==> config.mk <==
export PLATFORM = sky130hd
export DESIGN_NAME = muldiv_unit
export DESIGN_NICKNAME = d
export VERILOG_FILES = /design/src/rtl/muldiv_unit.sv
export SDC_FILE = /design/constraint.sdc
export NUM_CORES = 1
export LEC_CHECK = 0
export CAP_MARGIN = 20
export CORE_MARGIN = 2
export CORE_UTILIZATION = 27
export CTS_BUF_LIST = sky130_fd_sc_hd__clkbuf_16
export CTS_CLUSTER_DIAMETER = 120
export DETAILED_ROUTE_END_ITERATION = 7
export SLEW_MARGIN = 25
export SYNTH_ARGS = -nofsm -noshare
export SYNTH_HDL_FRONTEND = slang
export SYNTH_SLANG_ARGS = --single-unit
==> constraint.sdc <==
create_clock -name CLK -period 6 [get_ports CLK]
set_input_delay 1.2 -clock CLK [delete_from_list [all_inputs] [get_ports CLK]]
set_output_delay 1.2 -clock CLK [all_outputs]
set_load 0.05 [all_outputs]
==> src/rtl/muldiv_unit.sv <==
// Iterative RV32M multiply/divide unit: shift-add multiply, restoring divide, XLEN iterations.
// Optional `define MULDIV_EARLY_OUT_EN finishes divide-by-zero and signed overflow in two cycles.
module muldiv_unit #(
   parameter int XLEN = 32
) (
   input  logic            CLK,
   input  logic            RST_N,
   input  logic            Start,
   input  logic [2:0]      Funct3,
   input  logic [XLEN-1:0] OpA,
   input  logic [XLEN-1:0] OpB,
   input  logic [4:0]      RdIn,
   output logic            Busy,
   output logic            Done,
   output logic            RegWEn,
   output logic [4:0]      AddrD,
   output logic [XLEN-1:0] DataD
);

   localparam int CW = $clog2(XLEN) + 1;

   localparam logic [2:0] OP_MUL    = 3'd0;
   localparam logic [2:0] OP_MULH   = 3'd1;
   localparam logic [2:0] OP_MULHSU = 3'd2;
   localparam logic [2:0] OP_DIV    = 3'd4;
   localparam logic [2:0] OP_REM    = 3'd6;

   typedef enum logic [1:0] {
      IDLE = 2'd0,
      CALC = 2'd1,
      FIN  = 2'd2
   } state_t;

   state_t            state_q, state_d;
   logic [2:0]        op_q, op_d;
   logic [4:0]        rd_q, rd_d;
   logic [XLEN-1:0]   opnd_q, opnd_d;
   logic [2*XLEN-1:0] prod_q, prod_d;
   logic              neg_q, neg_d;
   logic              special_q, special_d;
   logic [CW-1:0]     cnt_q, cnt_d;
   logic [XLEN-1:0]   data_q, data_d;

   logic              is_div;
   logic              a_signed, b_signed;
   logic              a_neg, b_neg;
   logic [XLEN-1:0]   abs_a, abs_b;
   logic              div_zero, div_ovf, special;
   logic [XLEN-1:0]   spec_val;

   logic [XLEN:0]     mul_sum;
   logic [2*XLEN-1:0] mul_next;
   logic [XLEN:0]     div_shift;
   logic              div_ge;
   logic [XLEN-1:0]   div_diff;
   logic [2*XLEN-1:0] div_next;

   logic [2*XLEN-1:0] mul_res;
   logic [XLEN-1:0]   div_sel, div_res, final_res;

   // Operand decode at accept time: magnitudes are XLEN-bit unsigned, so the
   // most-negative value maps cleanly to 2**(XLEN-1).
   always_comb begin
      is_div   = Funct3[2];
      a_signed = (Funct3 == OP_MULH) || (Funct3 == OP_MULHSU) ||
                 (Funct3 == OP_DIV)  || (Funct3 == OP_REM);
      b_signed = (Funct3 == OP_MULH) || (Funct3 == OP_DIV) || (Funct3 == OP_REM);
      a_neg    = a_signed && OpA[XLEN-1];
      b_neg    = b_signed && OpB[XLEN-1];
      abs_a    = a_neg ? -OpA : OpA;
      abs_b    = b_neg ? -OpB : OpB;
      div_zero = is_div && (OpB == '0);
      div_ovf  = ((Funct3 == OP_DIV) || (Funct3 == OP_REM)) &&
                 (OpA == {1'b1, {(XLEN-1){1'b0}}}) && (OpB == '1);
      special  = div_zero || div_ovf;
      if (div_zero) begin
         spec_val = Funct3[1] ? OpA : '1;
      end else begin
         spec_val = Funct3[1] ? '0 : OpA;
      end
   end

   // One iteration of each algorithm; prod_q holds {acc, multiplier} or {rem, quo}.
   always_comb begin
      mul_sum   = {1'b0, prod_q[2*XLEN-1:XLEN]} + {1'b0, opnd_q};
      mul_next  = prod_q[0] ? {mul_sum, prod_q[XLEN-1:1]}
                            : {1'b0, prod_q[2*XLEN-1:1]};
      div_shift = prod_q[2*XLEN-1:XLEN-1];
      div_ge    = div_shift >= {1'b0, opnd_q};
      div_diff  = div_shift[XLEN-1:0] - opnd_q;
      div_next  = div_ge ? {div_diff, prod_q[XLEN-2:0], 1'b1}
                         : {div_shift[XLEN-1:0], prod_q[XLEN-2:0], 1'b0};
   end

   always_comb begin
      mul_res = neg_q ? -prod_q : prod_q;
      div_sel = op_q[1] ? prod_q[2*XLEN-1:XLEN] : prod_q[XLEN-1:0];
      div_res = neg_q ? -div_sel : div_sel;
      if (op_q[2]) begin
         final_res = div_res;
      end else if (op_q == OP_MUL) begin
         final_res = mul_res[XLEN-1:0];
      end else begin
         final_res = mul_res[2*XLEN-1:XLEN];
      end
   end

   // Special cases preload the result into both halves of prod_q and freeze it,
   // so the finishing step needs no extra mux.
   always_comb begin
      state_d   = state_q;
      op_d      = op_q;
      rd_d      = rd_q;
      opnd_d    = opnd_q;
      prod_d    = prod_q;
      neg_d     = neg_q;
      special_d = special_q;
      cnt_d     = cnt_q;
      data_d    = data_q;
      unique case (state_q)
         IDLE: begin
            if (Start) begin
               state_d   = CALC;
               op_d      = Funct3;
               rd_d      = RdIn;
               special_d = special;
               if (special) begin
                  prod_d = {spec_val, spec_val};
                  opnd_d = '0;
                  neg_d  = 1'b0;
               end else if (is_div) begin
                  prod_d = {{XLEN{1'b0}}, abs_a};
                  opnd_d = abs_b;
                  neg_d  = Funct3[1] ? a_neg : (a_neg ^ b_neg);
               end else begin
                  prod_d = {{XLEN{1'b0}}, abs_b};
                  opnd_d = abs_a;
                  neg_d  = a_neg ^ b_neg;
               end
`ifdef MULDIV_EARLY_OUT_EN
               cnt_d = special ? CW'(XLEN) : '0;
`else
               cnt_d = '0;
`endif
            end
         end
         CALC: begin
            if (cnt_q == CW'(XLEN)) begin
               data_d  = final_res;
               state_d = FIN;
            end else begin
               cnt_d = cnt_q + 1'b1;
               if (!special_q) begin
                  prod_d = op_q[2] ? div_next : mul_next;
               end
            end
         end
         FIN: begin
            state_d = IDLE;
         end
         default: begin
            state_d = IDLE;
         end
      endcase
   end

   always_ff @(posedge CLK) begin
      if (!RST_N) begin
         state_q   <= IDLE;
         op_q      <= '0;
         rd_q      <= '0;
         opnd_q    <= '0;
         prod_q    <= '0;
         neg_q     <= 1'b0;
         special_q <= 1'b0;
         cnt_q     <= '0;
         data_q    <= '0;
      end else begin
         state_q   <= state_d;
         op_q      <= op_d;
         rd_q      <= rd_d;
         opnd_q    <= opnd_d;
         prod_q    <= prod_d;
         neg_q     <= neg_d;
         special_q <= special_d;
         cnt_q     <= cnt_d;
         data_q    <= data_d;
      end
   end

   assign Busy   = (state_q != IDLE);
   assign Done   = (state_q == FIN);
   assign RegWEn = Done && (rd_q != 5'd0);
   assign AddrD  = rd_q;
   assign DataD  = data_q;

endmodule
==> flow_summary.toml <==
[outcome]
outcome = "completed"

[timing]
hold_viol = 0
setup_tns_ps = 0
fmax_mhz = 221
fin_crit_ps = 4530
worst_slew_pin_slew_ps = 1030
setup-violations-final = 0
fin_crit_sh = 0.754
clock-skew-final_ps = 10.1
slew_headroom = 0.308
rsz0062_at_grt = "false"
maxSlewViolCount = 0

[min_path]
hold_path.class = "reg -> reg"
min_to = "DataD[1]$_SDFFE_PN0P_"
whs_path_depth = 2
hp-start = "DataD[1]$_SDFFE_PN0P_"

[setup_path]
ff2ff_setup_slack_ps = 1700
cp_slowest_stage_delay_ps = 660
path_max_fanout = 29
critPathArrivalTime_ps = 4830
end_kind = "flip-flop"
critical_path.slowest_cell = "nor4_1"
r2r_cells = 9
path_cells = "clkdlybuf4s50_1 -> nor4_1 -> nand3_1 -> buf_4 -> nor3_1 -> and3_1 -> or2_2 -> nor2_4 -> o211ai_1 -> o21ai_0"
cp_top_family = "simple AND/OR/NAND/NOR gates"
critPathLaunchType = "input pin"
reg2reg_from = "prod_q[46]$_SDFFE_PN0P_"
required_ps = 6300
worst-path-buf-inv = 2
r2r-end = "prod_q[61]$_SDFFE_PN0P_"
critPathKind = "in -> reg"

[synthesis]
synth_area_leaders = "dfxtp_1 18%, a21oi_1 6.4%, nand2_1 6.3%, ha_1 5.4%, o21ai_0 5.2%"
synth_mux_area_frac = 0.0673
avgSynthCellArea_um2 = 6.93
synth_edf_count = 0
synthesis.nets = 2533
synth_compound_area_frac = 0.316
synth_most_common_cell = "nand2_1"
netlist_instances = 2385
synth_area_leader_cell = "dfxtp_1"
synth_top_family_by_area = "compound AO/OA/AOI/OAI gates"
synthDistinctLibCells = 90
synth_xor_area_frac = 0.0789
synthAdderAreaFrac = 0.0562
synthDominantCellAreaShare = 0.177
synthArstFlopShare = 0
ys_seq_elements = 146
synth_ff_type = "dfxtp_1"
synth_warnings = 0
synth_area_um2 = 16500
synth_common_cells = "277 x nand2_1, 211 x a21oi_1, 175 x clkbuf_1"
yosys.area_share.simple = 0.239
ys_seq_area_frac = 0.177

[placement]
place_congestion = 0.957
port-buffer-count = 114
place_area_um2 = 18300
hpwl_mm = 54.5

[clock_network]
cts_max_path_buffers = 2
clk_latency_ps = 460
h-tree-depth = 4
cts_tree = "yes"
cts_setup_buffers = 0
cts.sinks = 146
clkSlewWorstSetupHoldPaths_ps = 70
cts_made_buffers = 17
cts_root_buffer = "clkbuf_16"
cts_resized = 0
hold_buffers = 0

[route]
antenna_left = 0
via_count = 18800
wl_per_cell_um = 22.8
route.detailed.drc = 0
drt_wl_total_mm = 72.1
drt-initial-drc-count = 2560
detail_route.first_pass.iterations = 6
avgViaCountPerCell = 5.94

[layout]
fin_nets = 2512
syn_to_final_growth_pct = 14.3
antenna_cells = 0
fin_area_um2 = 18900
drive_gt1_frac = 0.0593

[grt]
use_met3 = 0.0473
grt_pass1_vias = 17500
grt_pass1_wl_mm = 108
met1_usage = 0.294
grtUsageTotal = 0.222
met2_usage = 0.337
grt_antenna_before_repair = 2
grt_max_degree = 82
grt.overflow.total = 0
busiest_layer = "met2"

[power_and_ir_drop]
finalPower_mw = 4.25
leakage_nw = 6.93
peakVddDrop_v = 0.000124
powerDensity_nw_per_um2 = 225

[floorplanning]
dieArea_um2 = 63200
die_x_um = 251
row_count = 90
chipHeight_um = 251
initial_core_util = 0.273
boundaryPins = 115
core_um2 = 60500

[run]
max_cap_viol_count = 0
## worst max-delay path by stage
stage	depth (start not counted)	from	to	slack [ps]
2_1_floorplan	14	op_q[1]$_SDFFE_PN0P_	DataD[28]$_SDFFE_PN0P_	2240
3_3_place_gp	10	OpB[2]	opnd_q[6]$_SDFFE_PN0P_	1190
3_5_place_dp	10	OpB[2]	opnd_q[6]$_SDFFE_PN0P_	1080
4_1_cts	10	OpB[2]	opnd_q[6]$_SDFFE_PN0P_	1570
5_1_grt	12	OpB[2]	prod_q[10]$_SDFFE_PN0P_	1180
6_report	10	OpB[2]	opnd_q[6]$_SDFFE_PN0P_	1470
## through the flow
step	setup slack [ps]	hold WS, ps	utilization	std cells
finish	1470	452	0.312	3159
global route	1180	479	0.312	3159
CTS	1570	457	0.312	3159
detailed placement	1080	448	0.302	3127
global placement	1190	439	0.302	3127
floorplan	2240	458	-	2385
## state kept, by name, indices dropped and copies added, names as in the netlist
| register | flops |
|---|---|
| cnt_q | 6 |
| prod_q | 64 |
| op_q | 3 |
| AddrD | 5 |
| opnd_q | 32 |
| special_q | 1 |
| DataD | 32 |
| neg_q | 1 |
| state_q | 2 |
## cells in the final DEF (no fill, tap or decap), types with 10 or more instances in the layout
master,netlist,final
a2111oi_0,11,10
a211oi_1,33,33
a21o_1,38,38
a21oi_1,211,211
a31oi_1,40,40
and2_1,16,16
and3_1,20,19
buf_4,5,58
clkbuf_16,0,17
clkdlybuf4s50_1,0,112
dfxtp_1,146,142
ha_1,71,71
inv_1,69,71
mux2_2,20,20
mux2i_1,83,83
nand2_1,277,277
nand2b_1,32,32
nand3_1,67,67
nand4_1,34,34
nor2_1,173,171
nor2b_1,20,19
nor3_1,62,61
nor4_1,24,24
o211a_1,11,11
o211ai_1,48,48
o21a_1,12,12
o21ai_0,173,173
o21ai_1,51,51
o221ai_1,10,10
o22ai_1,11,11
o31ai_1,32,32
o41ai_1,20,20
or3_1,27,26
or4_1,14,14
xnor2_1,70,70
xor2_1,79,79
## tightest hold or removal path, cell delays in order, from the launching register on
cell	delay (ps)
dfxtp_1	310
nand2_1	50
a21boi_1	50
## cell type report
| cell class | count | area [µm²] |
|---|---|---|
| flip-flops and latches | 146 | 2930 |
| inverters | 69 | 259 |
| repair buffers | 171 | 1560 |
| clock buffers | 17 | 425 |
| well taps | 782 | 978 |
| fillers | 6568 | 41600 |
| multi-input cells | 1959 | 12500 |
| clock inverters | 15 | 193 |
## where the power goes
part           total (mW)  internal, mW  switching [mW]
Clock                1.18         0.693           0.487
Sequential           1.19          1.03           0.151
Combinational        1.88         0.664            1.22
## logic make-up (layout without fill, tap and decap cells)
family	Yosys count	in the layout
AOI/OAI and AO/OA	818	818
xor gates and xnor gates	149	149
adders and majority gates	73	73
buffers and inverters	280	272
DFF	146	146
muxes	106	106
and+or+nand+nor	813	813
## metal layers
layer  routed length [µm]  part of all wire  vias to the layer above
li1                     -                 -                     8759
met1                30500              0.42                     8811
met2                30600              0.42                     1032
met3                 7010             0.097                      166
met4                 3950             0.055                        2
met5                   33           0.00046                        -
Power figures use the tool's default switching activity.
==> variant (same settings) <==
Reset style: asynchronous (`RST_N`), changed in one clocked block.
--- a/src/rtl/muldiv_unit.sv
+++ b/src/rtl/muldiv_unit.sv
@@ -166,3 +166,3 @@
 
-   always_ff @(posedge CLK) begin
+   always_ff @(posedge CLK or negedge RST_N) begin
       if (!RST_N) begin
Function: differs if RST_N is asserted again (counterexample within 4 cycles, from zero or initial values and one cycle with RST_N low); with RST_N held inactive, the same outputs for 4 cycles.
==> variant against the unedited design <==
The flow now finishes with violations (DRC); final area down 0.74%; clock skew increased by 0.0024 ns; synthesized area shrank 1.1%; synthesized cell count down 6.4%; highest routed layer unchanged; core utilization is 0.055 points lower; hold slack gained 0.023 ns; worst setup slack worse by 0.22 ns; sequential cell count stayed put; wire length down 3.3%.
Power is left out: it rests on default switching activity, and per cell area and clock period it moved more than threefold.
==> variant: results (changes against the unedited design) <==
status:
  violations: "DRC"
  status: "finished with violations"
worst_setup_path:
  slowest_stage: "nor3_1"
  crit_fanout: 41  # +41%
  max_stage_delay_ns: 0.89  # +0.23 ns
  r2r_setup_slack_ns: 1.25  # -0.45 ns
placed_design:
  pre_cts_slack_ns: 0.879  # -0.203 ns
  dpl.hpwl_um: 53100  # -2.6%
  gp_congestion: 0.987  # +3.1%
  place_inst: 2991  # -4.3%
  placed_area_mm2: 0.0182  # -0.62%
logic_synthesis:
  synthTopCellsByCount: "nand2_1 (262), a21oi_1 (206), o21ai_0 (203)"
  synth.area.top_cells: "dfrtp_1 (22%), a21oi_1 (6.3%), o21ai_0 (6.2%), nand2_1 (6.0%), xnor2_1 (5.6%)"
  netlist-cell-type-count: 79  # -12%
  synthCells: 2233  # -6.4%
  async_reset_ff_frac: 1.00  # +1.00
  synth_seq_area_share: 0.223  # +0.0466
final_layout:
  multi_input_area_share: 0.629  # -0.0348
  inv_count: 64  # -7.2%
  clk_share: 0.0316  # -0.00109
  drive_gt1_frac: 0.0629  # +0.00360
  nFillCells: 6552  # -0.24%
route:
  drtIter0Drc: 2257  # -12%
  dr.pass1.iters: 8  # +2
  drc_errors: 7  # +7
  wl_per_cell_um: 23.1  # +1.0%
hold_path:
  min_from: "DataD[13]"
timing:
  finClkSkew_ns: 0.0125  # +0.00239 ns
  tightest_slew_ns: 1.04  # +0.0105 ns
  whs_ns: 0.475  # +0.0230 ns
  fin_crit_sh: 0.791  # +0.0366
grt:
  grt.total_usage: 0.217  # -0.00447
  grt_pass1_wl_um: 104000  # -3.9%
  antenna_found_initial: 3  # +1
-- variant: layer usage --
layer / vias up / global-route usage / share of wire
met4: 6 / 0.0873 / 0.043
met1: 8306 / 0.307 / 0.43
met5: - / 0 / 0.00054
met3: 128 / 0.0408 / 0.10
met2: 959 / 0.324 / 0.42
li1: 8125 / - / -
-- variant: kinds of logic (layout without fill, tap and decap cells) --
kind of cell / count (synthesis) / count (layout) / synth area share
AOI/OAI and AO/OA: 743 / 743 / 0.287
xor gates and xnor gates: 199 / 199 / 0.107
adders and majority gates: 73 / 73 / 0.0568
buffers and inverters: 246 / 254 / 0.0581
DFF: 146 / 146 / 0.223
muxes: 78 / 78 / 0.0494
and+or+nand+nor: 748 / 748 / 0.219
-- variant: final timing paths --
path	depth (start not counted)	to
min reg2reg	2	DataD[13]
min	2	DataD[13]
max in group asynchronous	2	op_q[2]
max	9	DataD[29]
max reg2reg	9	DataD[29]
min in group asynchronous	1	DataD[7]
